File: src/rtl/counter_8b_rtl_pkg.sv
// Shared constants for the 8-bit delay/timeout counter.
//   CNT_W : counter width in bits (fixed at 8)
package counter_8b_rtl_pkg;

  localparam int CNT_W = 8;

endpackage

File: src/rtl/counter_8b_rtl_reg_rst_8b.sv
// 8-bit register with asynchronous active-low reset to zero and a
// synchronous load enable.
//   clk   : clock, rising edge
//   rst_n : asynchronous reset, active low, clears q to 0
//   en    : when 1, q takes d on the rising edge; otherwise q holds
//   d     : next value
//   q     : registered value
module reg_rst_8b
  import counter_8b_rtl_pkg::*;
(
  input  logic             clk,
  input  logic             rst_n,
  input  logic             en,
  input  logic [CNT_W-1:0] d,
  output logic [CNT_W-1:0] q
);

  logic [CNT_W-1:0] r_q;

  always_ff @(posedge clk or negedge rst_n) begin
    if (!rst_n) begin
      r_q <= '0;
    end else if (en) begin
      r_q <= d;
    end
  end

  assign q = r_q;

endmodule

File: src/rtl/counter_8b_rtl.sv
// Loadable 8-bit down-counter with a completion flag, used as a generic
// delay/timeout timer. A load takes priority and replaces any count in
// progress; otherwise the count decrements once per cycle and holds at 0.
//   clk   : clock, rising edge
//   rst   : asynchronous reset, active low, forces count to 0
//   in    : value to load, only looked at when load=1
//   load  : load request
//   count : current counter value (register output)
//   done  : 1 whenever count == 0 (combinational)
module counter_8b_rtl
  import counter_8b_rtl_pkg::*;
(
  input  logic             clk,
  input  logic             rst,
  input  logic [CNT_W-1:0] in,
  input  logic             load,
  output logic [CNT_W-1:0] count,
  output logic             done
);

  logic [CNT_W-1:0] w_count;
  logic [CNT_W-1:0] w_next;
  logic             w_zero;
  logic             w_en;

  assign w_zero = (w_count == '0);

  // Register is only enabled for a load or a non-zero count, so the
  // count - 1 path can never be captured at zero and wrap to 255.
  assign w_en   = load | ~w_zero;
  assign w_next = load ? in : (w_count - CNT_W'(1));

  reg_rst_8b u_cnt_reg (
    .clk   (clk),
    .rst_n (rst),
    .en    (w_en),
    .d     (w_next),
    .q     (w_count)
  );

  assign count = w_count;
  assign done  = w_zero;

endmodule

File: config.mk
export PLATFORM = sky130hd
export DESIGN_NAME = counter_8b_rtl
export DESIGN_NICKNAME = d
export VERILOG_FILES = /design/src/rtl/counter_8b_rtl_pkg.sv /design/src/rtl/counter_8b_rtl_reg_rst_8b.sv /design/src/rtl/counter_8b_rtl.sv
export SDC_FILE = /design/constraint.sdc
export NUM_CORES = 1
export LEC_CHECK = 0
export CAP_MARGIN = 10
export CORE_AREA = 2 2 39 41
export CTS_CLUSTER_SIZE = 14
export DETAILED_ROUTE_END_ITERATION = 12
export DIE_AREA = 0 0 41 43
export HOLD_SLACK_MARGIN = 0.06
export PLACE_DENSITY_LB_ADDON = 0.1
export SLEW_MARGIN = 30
export SYNTH_ARGS = -nofsm -noshare
export SYNTH_HDL_FRONTEND = slang
export SYNTH_HIERARCHICAL = 1
export SYNTH_SLANG_ARGS = --single-unit
export TNS_END_PERCENT = 50
File: constraint.sdc
create_clock -name clk -period 4 [get_ports clk]
set_input_delay 0.8 -clock clk [delete_from_list [all_inputs] [get_ports clk]]
set_output_delay 0.8 -clock clk [all_outputs]
set_load 0.005 [all_outputs]
# Word-level counts from Yosys, hierarchy flattened
# Index checks and enable logic that the tools add are counted.
# totals
ff_bits	8
word_cells	6
# op_classes
addsub	1
mux	1
bitwise_logic	2
n_reduce_logical	1
# op_table
op	n
$logic_not A8 Y1	1
$mux W8	1
$sub A8 B1 Y8 const B	1
$not A1 Y1	1
$or A1 B1 Y1	1

# Depth between registers and ports, before layout
# Gate-level depths: netlist of run 1.
# logic_depth
ltp_word	3
depth_mapped	6
ltp_nobuf	6

# Hierarchy
# The synthesis of run 1 kept the hierarchy.
# modules_own_cells
module	instances	cells_each	area_per_inst_um2
reg_rst_8b	1	17	331.6
counter_8b_rtl	1	42	251.5

# Worst setup path before layout of run 1
# No wires, ideal clock.
# synth_path
path_type	register to output
from	reg u_cnt_reg.r_q[2], in the netlist u_cnt_reg/q[2]
to	out done
arrival_time_ps	1090
slack_ps	2110
stages_incl_launch_ff	3
path_buffers	0
path_cell_list	dfrtp_1 -> nor4_2 -> and3_1
# synth_via
elab_chain_len	1
# synth_rtl
item	line_no	text
start, declared	counter_8b_rtl_reg_rst_8b.sv:18	logic [CNT_W-1:0] r_q;
start signal, assigned	counter_8b_rtl_reg_rst_8b.sv:22	r_q <= '0;
start signal, assigned	counter_8b_rtl_reg_rst_8b.sv:24	r_q <= d;
$logic_not A8 Y1	counter_8b_rtl.sv:26	assign w_zero = (w_count == '0);
end, declared	counter_8b_rtl.sv:18	output logic done
# No other way between the ends.

# Final worst setup path of run 1
# Ends and elaborated chain as after synthesis.

==> results by group, run 1 <==
Run status
  • Status: finished, final reports clean

Clocking
  • Num CTS Buffers: 3
  • Setup Fix Bufs, Post-CTS: 0
  • Hold-fix buffers, CTS: 0
  • CTS root buf: clkbuf_4
  • Reg clk slew, reported paths: 0.06 ns
  • Post-cts resize count: 0
  • H-Tree Level Count: 1
  • Worst-skew pair later-pin latency: 0.25 ns
  • CTS sink cnt: 8
  • Clock Path Buffers: 2
  • CTS tree: built

Floorplanning
  • Row Count: 14
  • Initial core utilization: 0.4213
  • Die Ht: 43 um
  • Full die area: 1763 um^2
  • Chip width: 41 um
  • Core area: 1384 um^2
  • # IOs: 20

Synth
  • Syn Std Cell Area: 583.1 um^2
  • Post-Syn Instances: 59
  • Predominant post-synthesis flop cell: dfrtp_1
  • Synth area leader: dfrtp_1
  • Post-synth EDFFs: 0
  • Synth Register Bits: 8
  • Asr flop ratio synth: 1.000
  • Top cells by count, synth: dfrtp_1 (8), mux2_4 (8), nand2_1 (5)
  • Ys Warns: 6
  • Syn Area/Cell: 9.882 um^2
  • Sequential share of the synthesized area: 0.3433
  • Yosys cell types: 28
  • Synthesized Nets: 71
  • Top cell type's share of synthesized area: 0.3433
  • Synth top area cells: dfrtp_1 (34%), mux2_4 (21%), nand3_1 (3.4%)

STA
  • Max Slew Vio Count: 0
  • Final hold vios: 0
  • RSZ-0062 raised after global routing: no
  • Clock skew: 0.004490 ns
  • Fin crit share: 0.6871
  • Normalized max-slew margin: 0.6112
  • Final setup fails: 0
  • Setup_tns: 0 ns
  • Final min period: 2.748 ns
  • Slew at the pin closest to its max-slew limit: 0.5814 ns
  • Achievable Freq: 363.9 MHz

Route
  • DRT Wirelength: 1200 um
  • Drt first pass iters: 4
  • Antenna Nets Post-Route: 0
  • Via count: 497
  • Wire per inst: 12.77 um
  • Detailed-route DRC error count: 0
  • Initial drt markers: 4
  • DR vias/cell: 5.287

Worst hold path
  • Hold Crit Class: flip-flop to flip-flop

Worst setup path
  • R2R Setup Slk: 1.96 ns
  • CP max FO: 7
  • Arr. time, crit path: 1.95 ns
  • CP bufs+invs: 1
  • CP max stage delay: 0.50 ns
  • Worst Setup End Kind: output port
  • Startpoint Class: flip-flop
  • Slowest stage cell, crit path: clkdlybuf4s50_1
  • Crit path max-delay family: simple AND/OR/NAND/NOR gates
  • Worst EP required: 3.20 ns
  • Worst Path Class, Setup: flip-flop to output port
  • CP cell instances: nor4_2 -> and3_1 -> clkdlybuf4s50_1

Layout
  • Area grow syn2layout: 36.48%
  • Antenna cells: 0
  • Nets: 92
  • Max reg flops: 8
  • Layout cells sized above 1: 0.1667
  • Post-route cell area: 795.8 um^2

Run
  • Max cap viols: 0

Global routing
  • GRT overflow: 0
  • Vias in the first global route: 452
  • First-pass GRT wire length: 1925 um
  • GR Util All Layers: 0.1630
  • Antenna violations before repair: 0
  • Largest net degree at the start of global routing: 20

Placed design
  • DP Area: 773.2 um^2
  • Gpl congestion: 0.6836
  • DP HPWL: 883.6 um
  • IO buf count: 19

Pwr
  • Pleak: 0.3715 nW
  • Peak VDD IR: 0.0001937 V
  • PwrDens: 344.1 nW/um^2
-- per-stage QoR --
stage | hold slack, ns | instances | worst slack, ns | power [mW] | util
after floorplan | 0.5044 | 59 | 2.110 | 0.1662 | -
after global placement | 0.5801 | 91 | 1.363 | 0.2111 | 0.5588
after detailed placement | 0.5875 | 91 | 1.332 | 0.2142 | 0.5588
after CTS | 0.6024 | 94 | 1.232 | 0.2777 | 0.5750
after global routing | 0.6279 | 94 | 1.118 | 0.2943 | 0.5750
final | 0.6048 | 94 | 1.252 | 0.2739 | 0.5750
-- placed cells by master (no fill, tap or decap), drive strengths merged, types with 3 or more instances in the layout --
cell type	count
nor2	3
inv	4
dfrtp	8
nand3	4
nand2	5
clkdlybuf4s50	19
clkbuf	3
mux2	8
o21ai	4
-- per-layer routing --
metal / track usage / part of all wire / wire, um / vias to the layer above
li1: - / - / - / 248
met1: 0.2013 / 0.44 / 531 / 232
met2: 0.2563 / 0.50 / 596 / 15
met3: 0.03141 / 0.049 / 59 / 2
met4: 0.08000 / 0.010 / 12 / 0
met5: 0 / 0 / 0 / -
-- cell families (layout without fill, tap and decap cells) --
family | after synthesis | in the layout | synth area share
muxes | 9 | 9 | 0.2232
xor gates and xnor gates | 2 | 2 | 0.03005
adders and majority gates | 1 | 1 | 0.02146
DFF | 8 | 8 | 0.3433
and+or+nand+nor | 23 | 23 | 0.2296
buffers and inverters | 7 | 26 | 0.06006
AOI/OAI and AO/OA | 9 | 9 | 0.09227
-- power by group --
group	internal (mW)	switching, mW	leakage, nW
logic	0.0650	0.0312	0.261
clock network	0.0344	0.0279	0.0138
registers	0.0933	0.0220	0.0963
total	0.193	0.0811	0.371
-- path summary, 6_finish.rpt --
kind,start,end,depth (start not counted)
max,u_cnt_reg/q[2]$_DFFE_PN0P_,done,3
min,u_cnt_reg/q[5]$_DFFE_PN0P_,u_cnt_reg/q[5]$_DFFE_PN0P_,1
max reg2reg,u_cnt_reg/q[2]$_DFFE_PN0P_,u_cnt_reg/q[4]$_DFFE_PN0P_,4
min reg2reg,u_cnt_reg/q[5]$_DFFE_PN0P_,u_cnt_reg/q[5]$_DFFE_PN0P_,1
max in group asynchronous,rst,u_cnt_reg/q[2]$_DFFE_PN0P_,1
min in group asynchronous,rst,u_cnt_reg/q[3]$_DFFE_PN0P_,1
-- area by class of cell --
class | instances | area [um^2]
multi-input cells | 44 | 347.8
clock buffers | 3 | 22.52
inverters | 4 | 15.01
well taps | 16 | 20.02
repair buffers | 19 | 190.2
flip-flops and latches | 8 | 200.2
fillers | 137 | 588.1
Note: power is estimated with default switching activity, not from simulation.
==> run 2, diff against run 1 <==
--- a/config.mk
+++ b/config.mk
@@ -6,10 +6,9 @@
 export NUM_CORES = 1
 export LEC_CHECK = 0
 export CAP_MARGIN = 10
-export CORE_AREA = 2 2 39 41
+export CORE_UTILIZATION = 43
 export CTS_CLUSTER_SIZE = 14
 export DETAILED_ROUTE_END_ITERATION = 12
-export DIE_AREA = 0 0 41 43
 export HOLD_SLACK_MARGIN = 0.06
 export PLACE_DENSITY_LB_ADDON = 0.1
 export SLEW_MARGIN = 30
==> constraint.sdc (replaced) <==
create_clock -name clk -period 2.85 [get_ports clk]
set_input_delay 0.57 -clock clk [delete_from_list [all_inputs] [get_ports clk]]
set_output_delay 0.57 -clock clk [all_outputs]
set_load 0.005 [all_outputs]
==> results by group, run 2 (synthesis results as in run 1) <==
Run status
  • Status: finished, final reports clean (unchanged)

Worst setup path
  • Arr. time, crit path: 1.96 ns (was 1.95 ns)
  • CP max stage delay: 0.50 ns (about the same)
  • CP bufs+invs: 1 (unchanged)
  • Startpoint Class: flip-flop (unchanged)
  • Worst Setup End Kind: output port (unchanged)
  • Crit path max-delay family: simple AND/OR/NAND/NOR gates (unchanged)
  • CP cell instances: nor4_2 -> and3_1 -> clkdlybuf4s50_1 (unchanged)
  • Worst flop-to-flop path startpoint: u_cnt_reg/q[2]$_DFFE_PN0P_ (unchanged)
  • Reg-to-Reg End: u_cnt_reg/q[6]$_DFFE_PN0P_ (was u_cnt_reg/q[4]$_DFFE_PN0P_)
  • Worst EP required: 2.28 ns (was 3.20 ns)
  • CP max FO: 7 (unchanged)
  • Slowest stage cell, crit path: nor4_2 (was clkdlybuf4s50_1)
  • R2r worst-path depth: 4 (unchanged)
  • Worst Path Class, Setup: flip-flop to output port (unchanged)
  • R2R Setup Slk: 0.78 ns (was 1.96 ns)

Floorplanning
  • Core area: 1186 um^2 (was 1384 um^2)
  • Row Count: 12 (was 14)
  • Die Ht: 38.83 um (was 43 um)
  • Full die area: 1507 um^2 (was 1763 um^2)
  • # IOs: 20 (unchanged)
  • Chip width: 38.83 um (was 41 um)
  • Initial core utilization: 0.4916 (was 0.4213)

Run
  • Max cap viols: 0 (unchanged)

Layout
  • Antenna cells: 0 (unchanged)
  • Most common cell after layout, fill and taps aside: clkdlybuf4s50_1 (unchanged)
  • Max reg flops: 8 (unchanged)
  • Nets: 93 (was 92)
  • Area grow syn2layout: 37.34% (was 36.48%)
  • Most frequent cells in the layout: clkdlybuf4s50_1 (19), mux2_4 (8), dfrtp_1 (8) (unchanged)
  • Core Util, Final: 0.6751 (was 0.5750)
  • Post-route cell area: 800.8 um^2 (was 795.8 um^2)
  • Layout cells sized above 1: 0.1772 (was 0.1667)

STA
  • Slew at the pin closest to its max-slew limit: 0.5715 ns (was 0.5814 ns)
  • Max Slew Vio Count: 0 (unchanged)
  • Fin crit share: 0.8885
  • Clock skew: 0.006474 ns (was 0.004490 ns)
  • RSZ-0062 raised after global routing: no (unchanged)
  • Final setup fails: 0 (unchanged)
  • Normalized max-slew margin: 0.6190 (was 0.6112)
  • Achievable Freq: 394.9 MHz
  • Final min period: 2.532 ns
  • Final hold vios: 0 (unchanged)
  • Setup_tns: 0 ns (unchanged)

Global routing
  • GR Util All Layers: 0.2074 (was 0.1630)
  • First-pass GRT wire length: 2021 um (was 1925 um)
  • GRT overflow: 0 (unchanged)
  • Largest net degree at the start of global routing: 14 (was 20)
  • Vias in the first global route: 458 (was 452)
  • Antenna violations before repair: 0 (unchanged)

Placed design
  • DP Area: 778.2 um^2 (was 773.2 um^2)
  • Gpl congestion: 0.7037 (was 0.6836)
  • IO buf count: 19 (unchanged)

Clocking
  • Clock Path Buffers: 2 (unchanged)
  • Setup Fix Bufs, Post-CTS: 0 (unchanged)
  • Worst-skew pair later-pin latency: 0.25 ns (about the same)
  • H-Tree Level Count: 1 (unchanged)
  • Num CTS Buffers: 3 (unchanged)
  • Post-cts resize count: 0 (unchanged)
  • Hold-fix buffers, CTS: 0 (unchanged)
  • CTS tree: built (unchanged)
  • CTS sink cnt: 8 (unchanged)
  • Reg clk slew, reported paths: 0.06 ns (about the same)
  • CTS root buf: clkbuf_4 (unchanged)

Route
  • Met2 WL: 590 um (was 596 um)
  • DR vias/cell: 5.258 (was 5.287)
  • Drt first pass iters: 3 (was 4)
  • Initial drt markers: 7 (was 4)
  • Post-route met1 wirelength: 609 um (was 531 um)
  • Wire per inst: 13.66 um (was 12.77 um)
  • Top Layer Used: met4 (unchanged)
  • Via count: 489 (was 497)
  • Met3 wire length: 48 um (was 59 um)
  • DRT Wirelength: 1270 um (was 1200 um)
  • Detailed-route DRC error count: 0 (unchanged)
  • Antenna Nets Post-Route: 0 (unchanged)

Worst hold path
  • Hold Crit Class: primary input to asynchronous set/reset pin (was flip-flop to flip-flop)

Pwr
  • Pleak: 0.3763 nW (was 0.3715 nW)
  • Peak VDD IR: 0.0002719 V (was 0.0001937 V)
  • Power Total: 0.3838 mW (was 0.2739 mW)
  • PwrDens: 479.2 nW/um^2 (was 344.1 nW/um^2)
-- run 2: cell count changes in the layout (fill, tap and decap cells not counted) --
cell | before | now
buf_4 | 0 | 1
-- run 2: power by group --
part / internal [mW] / switching (mW) / leakage (nW)
Combinational: 0.0920 / 0.0442 / 0.266
Sequential: 0.131 / 0.0308 / 0.0963
Clock: 0.0481 / 0.0376 / 0.0138
-- run 2: final cells by class --
class | count | area [um^2]
fill | 114 | 385.4
multi-input combinational | 44 | 347.8
sequential | 8 | 200.2
timing repair buffer | 20 | 197.7
clock buffer | 3 | 22.52
tap | 14 | 17.52
inverter | 4 | 15.01
-- run 2: metrics by stage --
step                      setup slack [ns]  cells  hold slack [ns]
after CTS                           0.3071     93           0.6092
after floorplan                      1.133     59           0.2744
after global placement              0.6437     90           0.5810
final                               0.3176     93           0.5990
after global routing                0.1813     93           0.6263
after detailed placement            0.5862     90           0.5965
-- run 2: worst reg2reg max path, delay by kind of cell (launching register included) --
| kind | cells | cell delay (ns) |
|---|---|---|
| flip-flops | 1 | 0.47 |
| multiplexers | 1 | 0.42 |
| AND/OR/NAND/NOR | 3 | 1.07 |
-- run 2: worst max-delay path by stage --
stage | from | end | depth (start not counted)
3_3_place_gp | u_cnt_reg/q[2]$_DFFE_PN0P_ | done | 3
5_1_grt | u_cnt_reg/q[2]$_DFFE_PN0P_ | done | 3
3_5_place_dp | u_cnt_reg/q[2]$_DFFE_PN0P_ | done | 3
6_report | u_cnt_reg/q[2]$_DFFE_PN0P_ | done | 3
4_1_cts | u_cnt_reg/q[2]$_DFFE_PN0P_ | done | 3
2_1_floorplan | u_cnt_reg/q[2]$_DFFE_PN0P_ | u_cnt_reg/q[0]$_DFFE_PN0P_ | 5
-- run 2: routing by layer --
metal,vias to the layer above,global-route usage
li1,252,-
met2,15,0.3375
met5,-,0
met1,220,0.2491
met3,2,0.03468
met4,0,0.1293
